### config.mk
export PLATFORM = sky130hd
export DESIGN_NAME = rxll_frame_reader_flat
export DESIGN_NICKNAME = d
export VERILOG_FILES = /design/src/rtl/rxll_frame_reader_if.sv /design/src/rtl/rxll_frame_reader.sv /design/src/flat_wrapper.sv
export SDC_FILE = /design/constraint.sdc
export NUM_CORES = 1
export LEC_CHECK = 0
export ABC_CLOCK_PERIOD_IN_PS = 2000
export CAP_MARGIN = 20
export CORE_AREA = 2 2 87 89
export DETAILED_ROUTE_END_ITERATION = 8
export DIE_AREA = 0 0 89 91
export GPL_ROUTABILITY_DRIVEN = 0
export GPL_TIMING_DRIVEN = 0
export PLACE_DENSITY_LB_ADDON = 0.05
export REMOVE_ABC_BUFFERS = 1
export SETUP_SLACK_MARGIN = 0.5
export SLEW_MARGIN = 20
export SYNTH_ARGS = -nofsm -noshare
export SYNTH_HDL_FRONTEND = slang
export SYNTH_SLANG_ARGS = --single-unit
### constraint.sdc
create_clock -name clk -period 2 [get_ports clk]
set_input_delay 0.3 -clock clk [delete_from_list [all_inputs] [get_ports clk]]
set_output_delay 0.3 -clock clk [all_outputs]
set_load 0.005 [all_outputs]
### src/rtl/rxll_frame_reader_if.sv
// LocalLink source-side bundle between the RX frame reader and its consumer.
// All LocalLink controls are active-low; ll_data is qualified by ll_src_rdy_n.
interface rxll_frame_reader_if;
  logic [31:0] ll_data;
  logic        ll_sof_n;
  logic        ll_eof_n;
  logic        ll_src_rdy_n;
  logic        ll_dst_rdy_n;

  modport master (
    output ll_data,
    output ll_sof_n,
    output ll_eof_n,
    output ll_src_rdy_n,
    input  ll_dst_rdy_n
  );

  modport slave (
    input  ll_data,
    input  ll_sof_n,
    input  ll_eof_n,
    input  ll_src_rdy_n,
    output ll_dst_rdy_n
  );
endinterface

### src/rtl/rxll_frame_reader.sv
// Drains complete frames from a first-word-fall-through RX FIFO onto a
// LocalLink source port. Frames without a leading sof are discarded and
// counted. Frames longer than C_MAX_WORDS are truncated: eof is forced on the
// last allowed word, the error flag is set and the remainder is discarded.
module rxll_frame_reader #(
  parameter int C_MAX_WORDS = 2048
) (
  input  logic                 clk,
  input  logic                 rst_n,
  input  logic [35:0]          fifo_do,
  input  logic                 fifo_empty,
  input  logic                 fifo_eof_rdy,
  output logic                 fifo_rd_en,
  rxll_frame_reader_if.master  ll,
  output logic                 frame_done,
  output logic [15:0]          frame_len,
  output logic                 frame_err,
  output logic [7:0]           drop_cnt
);

  localparam int          SOF_BIT  = 32;
  localparam int          EOF_BIT  = 34;
  localparam int          ERR_BIT  = 35;
  localparam logic [15:0] LAST_IDX = 16'(C_MAX_WORDS - 1);

  typedef enum logic [1:0] {
    S_IDLE,
    S_XFER,
    S_DROP,
    S_DONE
  } state_t;

  state_t      state, state_nxt;
  logic [15:0] word_cnt, cnt_nxt;
  logic        err_acc, err_nxt;
  logic        headless, headless_nxt;
  logic [7:0]  drop_nxt;
  logic        head_valid;
  logic        beat;

  // Bit 33 of the FIFO word is reserved and intentionally ignored.
  logic unused_rsvd;
  assign unused_rsvd = fifo_do[33];

  // Data passes straight through from the FIFO head; framing qualifies it.
  assign ll.ll_data = fifo_do[31:0];

  // Next-state, bookkeeping and handshake outputs.
  // NOTE: every signal written here gets a default first so no latch is inferred.
  always_comb begin
    state_nxt       = state;
    cnt_nxt         = word_cnt;
    err_nxt         = err_acc;
    headless_nxt    = headless;
    drop_nxt        = drop_cnt;
    head_valid      = (state == S_XFER) && !fifo_empty;
    beat            = head_valid && !ll.ll_dst_rdy_n;
    ll.ll_src_rdy_n = !head_valid;
    ll.ll_sof_n     = !(head_valid && (word_cnt == 16'd0));
    ll.ll_eof_n     = !(head_valid && (fifo_do[EOF_BIT] || (word_cnt == LAST_IDX)));
    frame_done      = (state == S_DONE);
    // Reset gates the pop directly so nothing leaves the FIFO while held in reset.
    fifo_rd_en      = rst_n && (beat || ((state == S_DROP) && !fifo_empty));

    unique case (state)
      S_IDLE: begin
        // Only start once a whole frame is buffered, so XFER never waits on eof.
        if (fifo_eof_rdy && !fifo_empty) begin
          if (fifo_do[SOF_BIT]) begin
            state_nxt    = S_XFER;
            cnt_nxt      = 16'd0;
            err_nxt      = 1'b0;
            headless_nxt = 1'b0;
          end else begin
            state_nxt    = S_DROP;
            headless_nxt = 1'b1;
          end
        end
      end
      S_XFER: begin
        if (beat) begin
          cnt_nxt = word_cnt + 16'd1;
          err_nxt = err_acc | fifo_do[ERR_BIT] | (fifo_do[SOF_BIT] && (word_cnt != 16'd0));
          if (fifo_do[EOF_BIT]) begin
            state_nxt = S_DONE;
          end else if (word_cnt == LAST_IDX) begin
            err_nxt      = 1'b1;
            headless_nxt = 1'b0;
            state_nxt    = S_DROP;
          end
        end
      end
      S_DROP: begin
        if (!fifo_empty && fifo_do[EOF_BIT]) begin
          if (headless) begin
            headless_nxt = 1'b0;
            if (drop_cnt != 8'hFF) drop_nxt = drop_cnt + 8'd1;
            state_nxt = S_IDLE;
          end else begin
            state_nxt = S_DONE;
          end
        end
      end
      S_DONE: state_nxt = S_IDLE;
      default: state_nxt = S_IDLE;
    endcase
  end

  // State and status registers; results load on entry to DONE so they are
  // already valid while frame_done pulses.
  // NOTE: sequential state uses non-blocking assignments so all registers update from pre-edge values.
  always_ff @(posedge clk) begin
    // NOTE: reset is synchronous; rst_n is only sampled on the clock edge.
    if (!rst_n) begin
      state     <= S_IDLE;
      word_cnt  <= 16'd0;
      err_acc   <= 1'b0;
      headless  <= 1'b0;
      drop_cnt  <= 8'd0;
      frame_len <= 16'd0;
      frame_err <= 1'b0;
    end else begin
      state    <= state_nxt;
      word_cnt <= cnt_nxt;
      err_acc  <= err_nxt;
      headless <= headless_nxt;
      drop_cnt <= drop_nxt;
      if (state_nxt == S_DONE) begin
        frame_len <= cnt_nxt;
        frame_err <= err_nxt;
      end
    end
  end

endmodule

### src/flat_wrapper.sv
// flat-port wrapper written by rule: the top's interface ports become plain ports
module rxll_frame_reader_flat 
#(
  parameter int C_MAX_WORDS = 2048
)
  (clk, rst_n, fifo_do, fifo_empty, fifo_eof_rdy, fifo_rd_en, frame_done, frame_len, frame_err, drop_cnt, ll_ll_data, ll_ll_sof_n, ll_ll_eof_n, ll_ll_src_rdy_n, ll_ll_dst_rdy_n);
  rxll_frame_reader_if ll_i ();
  input  logic clk;
  input  logic rst_n;
  input  logic [35:0] fifo_do;
  input  logic fifo_empty;
  input  logic fifo_eof_rdy;
  output logic fifo_rd_en;
  output logic frame_done;
  output logic [15:0] frame_len;
  output logic frame_err;
  output logic [7:0] drop_cnt;
  output wire logic [$bits(ll_i.ll_data)-1:0] ll_ll_data;
  output wire logic [$bits(ll_i.ll_sof_n)-1:0] ll_ll_sof_n;
  output wire logic [$bits(ll_i.ll_eof_n)-1:0] ll_ll_eof_n;
  output wire logic [$bits(ll_i.ll_src_rdy_n)-1:0] ll_ll_src_rdy_n;
  input wire logic [$bits(ll_i.ll_dst_rdy_n)-1:0] ll_ll_dst_rdy_n;
  assign ll_ll_data = ll_i.ll_data;
  assign ll_ll_sof_n = ll_i.ll_sof_n;
  assign ll_ll_eof_n = ll_i.ll_eof_n;
  assign ll_ll_src_rdy_n = ll_i.ll_src_rdy_n;
  assign ll_i.ll_dst_rdy_n = ll_ll_dst_rdy_n;
  rxll_frame_reader #(.C_MAX_WORDS(C_MAX_WORDS)) u_core (.clk(clk), .rst_n(rst_n), .fifo_do(fifo_do), .fifo_empty(fifo_empty), .fifo_eof_rdy(fifo_eof_rdy), .fifo_rd_en(fifo_rd_en), .ll(ll_i), .frame_done(frame_done), .frame_len(frame_len), .frame_err(frame_err), .drop_cnt(drop_cnt));
endmodule
Word level (Yosys, flattened, before mapping):

Index checks and enable logic that the tools add are counted.

* register bits after elaboration: 45
* input bits: 41

* add/subtract/negate cells: 2
* equal/unequal tests: 11
* muxes and demuxes: 25
* bitwise operators: 2
* reductions and logical operators: 22

Operators with widths (number)
* 16-bit two-way mux: 3
* 16-bit one-hot mux with 2 select lines: 1
* 16-bit by 1-bit adder with 16-bit output, second input constant: 1
* 16-bit by 11-bit equality test with 1-bit output, second input constant: 1
* 16-bit logical NOT: 1
* 16-bit nonzero test: 1
* 2-bit two-way mux: 7
* 1-bit two-way mux: 11
* 1-bit logical AND: 9
* 8-bit by 1-bit adder with 8-bit output, second input constant: 1
* 8-bit != test, second input constant: 1
* 2-bit one-hot mux with 4 select lines: 1
* 2-bit equality test, second input constant: 3
* 2-bit != test, second input constant: 3
* 6-bit AND reduction: 1
* 1-bit logical NOT: 5
* 2-bit by 1-bit != test with 1-bit output, second input constant: 2
* 4-bit AND reduction: 1
* 1-bit one-hot mux with 3 select lines: 1
* 3-bit nonzero test: 1
* 2-bit by 1-bit equality test with 1-bit output, second input constant: 1
* 2-bit logical NOT: 1
* 1-bit logical OR: 2
* 1-bit bitwise OR: 2
* 1-bit one-hot mux with 2 select lines: 1

Logic depth before layout (Yosys ltp):

Gate-level depths: netlist of the first run.

* depth in word-level cells: 7
* gate-level depth with buffers: 9
* mapped depth without buffers: 7

Least setup slack after synthesis of the first run:

Ideal clock, no wire load.

* path kind: register to register
* from: reg u_core.state[1]
* to: reg u_core.frame_len[4]
* setup time: 0.121 ns
* data arrival time: 2.098 ns
* data required time: 1.879 ns
* setup slack: -0.219 ns
* stages on the path, launching flop included: 10
* path buffers: 2
* cells stage by stage: dfxtp_1 inv_1 ha_1 buf_6 or3b_1 nor3_1 a31oi_1 o22ai_4 buf_6 mux2_4

* word-level cells in the longest chain between the ends: 6
* elaborated cells between the ends (all ways): 15
* classes of those cells: 4 x eq/ne; 8 x mux; 3 x reduce/logical

RTL lines
* from (decl): RTL line rxll_frame_reader.sv:33 `state_t state, state_nxt;`
* from (signal assigned): RTL line rxll_frame_reader.sv:123 `state <= state_nxt;`
* 2-bit by 1-bit equality test with 1-bit output: RTL line rxll_frame_reader.sv:56, rxll_frame_reader.sv:65
* 1-bit logical AND: RTL line rxll_frame_reader.sv:56 `head_valid = (state == S_XFER) && !fifo_empty;`
* 1-bit logical AND: RTL line rxll_frame_reader.sv:57 `beat = head_valid && !ll.ll_dst_rdy_n;`
* 2-bit two-way mux: RTL line rxll_frame_reader.sv:81 `if (beat) begin`
* 2-bit one-hot mux with 4 select lines: RTL line rxll_frame_reader.sv:65 `unique case (state)`
* 2-bit equality test: RTL line rxll_frame_reader.sv:128 `if (state_nxt == S_DONE) begin`
* to (signal assigned): RTL line rxll_frame_reader.sv:129 `frame_len <= cnt_nxt;`
* to (decl): RTL line rxll_frame_reader.sv:16 `output logic [15:0] frame_len,`

Parallel ways exist; a longest one is shown, timed or not.
A chain may end at the register's enable or synchronous reset.

Final worst setup path of the first run:

* from: reg u_core.state[1]
* to: reg u_core.frame_len[0]

Same word-level chain as after synthesis.

==> results of run 1 <==
[through the flow]
stage / util [%] / setup WS, ns / hold slack, ns
6_report: 58.77 / -0.2065 / 0.4623
5_1_grt: 58.77 / -0.2654 / 0.4844
4_1_cts: 52.86 / -0.1827 / 0.4713
3_5_place_dp: 40.97 / -1.644 / 0.4546
3_3_place_gp: 40.97 / -1.702 / 0.4476
2_1_floorplan: - / -0.4843 / 0.4106
[final cells by class]
cell class                 count  share of cell area, %
inverter                      16                  1.909
tap                           99                  2.953
clock inverter                 2                 0.8950
sequential                    45                  22.76
multi-input combinational    211                  46.99
clock buffer                   6                  1.969
timing repair buffer          95                  22.52
[cells in the mapped netlist (3+ instances only)]
| master | n |
|---|---|
| nor3_1 | 9 |
| mux2_4 | 6 |
| o31ai_1 | 3 |
| nand2b_1 | 4 |
| and2_1 | 9 |
| and2_2 | 6 |
| mux2i_1 | 8 |
| inv_1 | 14 |
| nor3b_1 | 3 |
| o22ai_1 | 3 |
| nand2_1 | 22 |
| buf_6 | 3 |
| a21oi_1 | 12 |
| mux2_2 | 8 |
| o21ai_0 | 9 |
| nand3_1 | 11 |
| nand4_1 | 3 |
| xnor2_1 | 6 |
| clkbuf_1 | 5 |
| a31oi_1 | 7 |
| buf_4 | 33 |
| ha_1 | 7 |
| o221a_2 | 4 |
| dfxtp_1 | 45 |
| nor2_1 | 28 |
| clkbuf_8 | 3 |
[logic make-up after synthesis]
family,share of synthesized area [%]
adders and majority gates,3.160
AOI/OAI and AO/OA,14.90
and+or+nand+nor,23.34
buffers and inverters,14.49
muxes,9.391
xor gates and xnor gates,2.212
DFF,32.51
[worst max-delay path by stage]
stage,startpoint,endpoint,slack [ns],depth (start not counted)
finish,u_core.state[1],u_core.frame_len[0],-0.21,9
global route,u_core.state[1],u_core.frame_len[0],-0.27,9
CTS,u_core.state[1],u_core.frame_len[2],-0.18,9
detailed placement,rst_n,fifo_rd_en,-1.64,4
global placement,rst_n,fifo_rd_en,-1.70,4
floorplan,u_core.state[1],u_core.frame_err,-0.48,7
[worst max-delay path, stage by stage (launching register included)]
cell	delay, ns
dfxtp_4	0.37
inv_4	0.07
ha_4	0.17
or3b_4	0.42
nor3_4	0.19
a31oi_4	0.14
o22ai_4	0.16
buf_6	0.14
buf_12	0.13
mux2_4	0.30
[sequential cells by signal (all words and copies together) (netlist names)]
name and flops:
u_core.frame_len 16, u_core.word_cnt 16, u_core.drop_cnt 8, u_core.state 2, u_core.err_acc 1, u_core.frame_err 1
u_core.headless 1
[timing repair]
action / in CTS / in global routing
pin swaps: 24 / 23
endpoints found under the setup margin: 57 / 57
cloned: 2 / 0
buffers inserted: 40 / 17
resized for setup: 131 / 66
[layer usage]
| layer | vias up | GRT usage (%) | routed length, um |
|---|---|---|---|
| li1 | 1198 | - | - |
| met1 | 1221 | 29.92 | 4054 |
| met2 | 89 | 29.04 | 4138 |
| met3 | 12 | 10.55 | 802 |
| met4 | 2 | 4.229 | 106 |
| met5 | - | 4.895 | 31 |
[where the power goes]
| part | leakage [nW] | switching (mW) | total [mW] | internal [mW] |
|---|---|---|---|---|
| combinational | 1.30 | 0.138 | 0.268 | 0.130 |
| sequential | 0.377 | 0.00646 | 0.893 | 0.887 |
| clock | 0.0574 | 0.332 | 0.739 | 0.407 |
| total | 1.73 | 0.477 | 1.90 | 1.42 |
==> impl_metrics.ini, run 1 <==
[run_status]
status = complete, but fails checks
violations = setup timing

[logic_synthesis]
yosysUniqueCellTypes = 63
synthCells = 315
async_flop_share_pct = 0
yosys_most_used_dff = dfxtp_1
netlist_top_cells_area = dfxtp_1, buf_4, nor2_1
synth_seq_cells = 45
synth-edff-count = 0
yosys.area.top_type_share_pct = 32.51
yosys.area.top_type = dfxtp_1
syn_area_per_cell_sq_um = 8.798
synth_area_sq_um = 2771
ys_seq_area_share_pct = 32.51
yosysWarnings = 0

[die]
dieWidth_um = 89
dieHeight_um = 91
start_util_pct = 38.83
io_pins = 103
core_sq_um = 7137
rows = 31
dieArea_sq_um = 8099

[cells_and_area]
nets = 422
drive_above_1_share_pct = 50.67
multi_input_area_sq_um = 1971
ff_latch_area_sq_um = 954.7
area_growth_pct = 51.33
final_cells = 474
n_antenna_cell = 0
fillCellCount = 614
final_common_cell = buf_4
stdcell_area_sq_um = 4194
final_cell_mix = buf_4, buf_6, clkdlybuf4s50_1, dfxtp_1, nor2_1

[placed_design]
place_area_sq_um = 2924
io_buffers = 37
place_hpwl_mm = 5.196
dp.cells = 407

[worst_setup_path]
critPathRequiredTime_ns = 2.19
r2r-start = u_core.state[1]
cp_data_arrival_time_ns = 2.40
critPathMaxFanout = 8
r2r-end = u_core.frame_len[0]
reg2reg_slack_ns = -0.21
ff2ff_path_depth = 9
critPathKind = reg2reg
critPathLaunchType = flop
end_kind = flop

[detailed_routing]
vias = 2522
vias_per_cell = 5.321
drt-initial-drc-count = 127
drc = 0
wire_per_inst_um = 19.27
drt_wl_total_mm = 9.132
first_pass_iters = 4
antenna_left = 0

[timing]
setup_violations = 19
finalCritPeriodShare_pct = 110.3
slew_violations = 0
tightest_slew_ns = 0.6904
setup_tns_ns = -3.275
fmax_mhz = 453.2
hold_viol = 0
rsz0062_at_grt = true
relSlewSlack_pct = 53.98
finClkSkew_ns = 0.008692
worst_slack_ns = -0.2065
period_minus_slack_ns = 2.207

[worst_hold_path]
hp-class = reg2reg
hold_depth = 2
min_from = u_core.frame_len[14]
min_to = u_core.frame_len[14]

[power]
power.total_mw = 1.900
p_leak_nw = 1.732
ir_drop_mv = 0.3058
power.density_nw_per_um2 = 453.1

[clocking]
ctsHoldBuffers = 0
cts.sinks = 45
clock_latency_ns = 0.30
cts_tree = yes
htree_levels = 2
clockBufferDepth = 2
numCtsBuffers = 5
cts_root_buf = clkbuf_8
clkSlewWorstSetupHoldPaths_ns = 0.09

[run]
cap_violations = 0

[grt]
grt.overflow.total = 0
grt_pass1_vias = 2401
antenna_found_initial = 0
grt_max_degree = 31
grt_use_total_pct = 21.29
grt_pass1_wl_mm = 13.21
Power figures use the tool's default switching activity.
==> run 2, diff against run 1 <==
--- a/config.mk
+++ b/config.mk
@@ -6,7 +6,6 @@
 export NUM_CORES = 1
 export LEC_CHECK = 0
 export ABC_CLOCK_PERIOD_IN_PS = 2000
-export CAP_MARGIN = 20
 export CORE_AREA = 2 2 87 89
 export DETAILED_ROUTE_END_ITERATION = 8
 export DIE_AREA = 0 0 89 91
==> results of run 2 <==
Same layout as run 1: the final DEF is identical, and so are final timing and power.
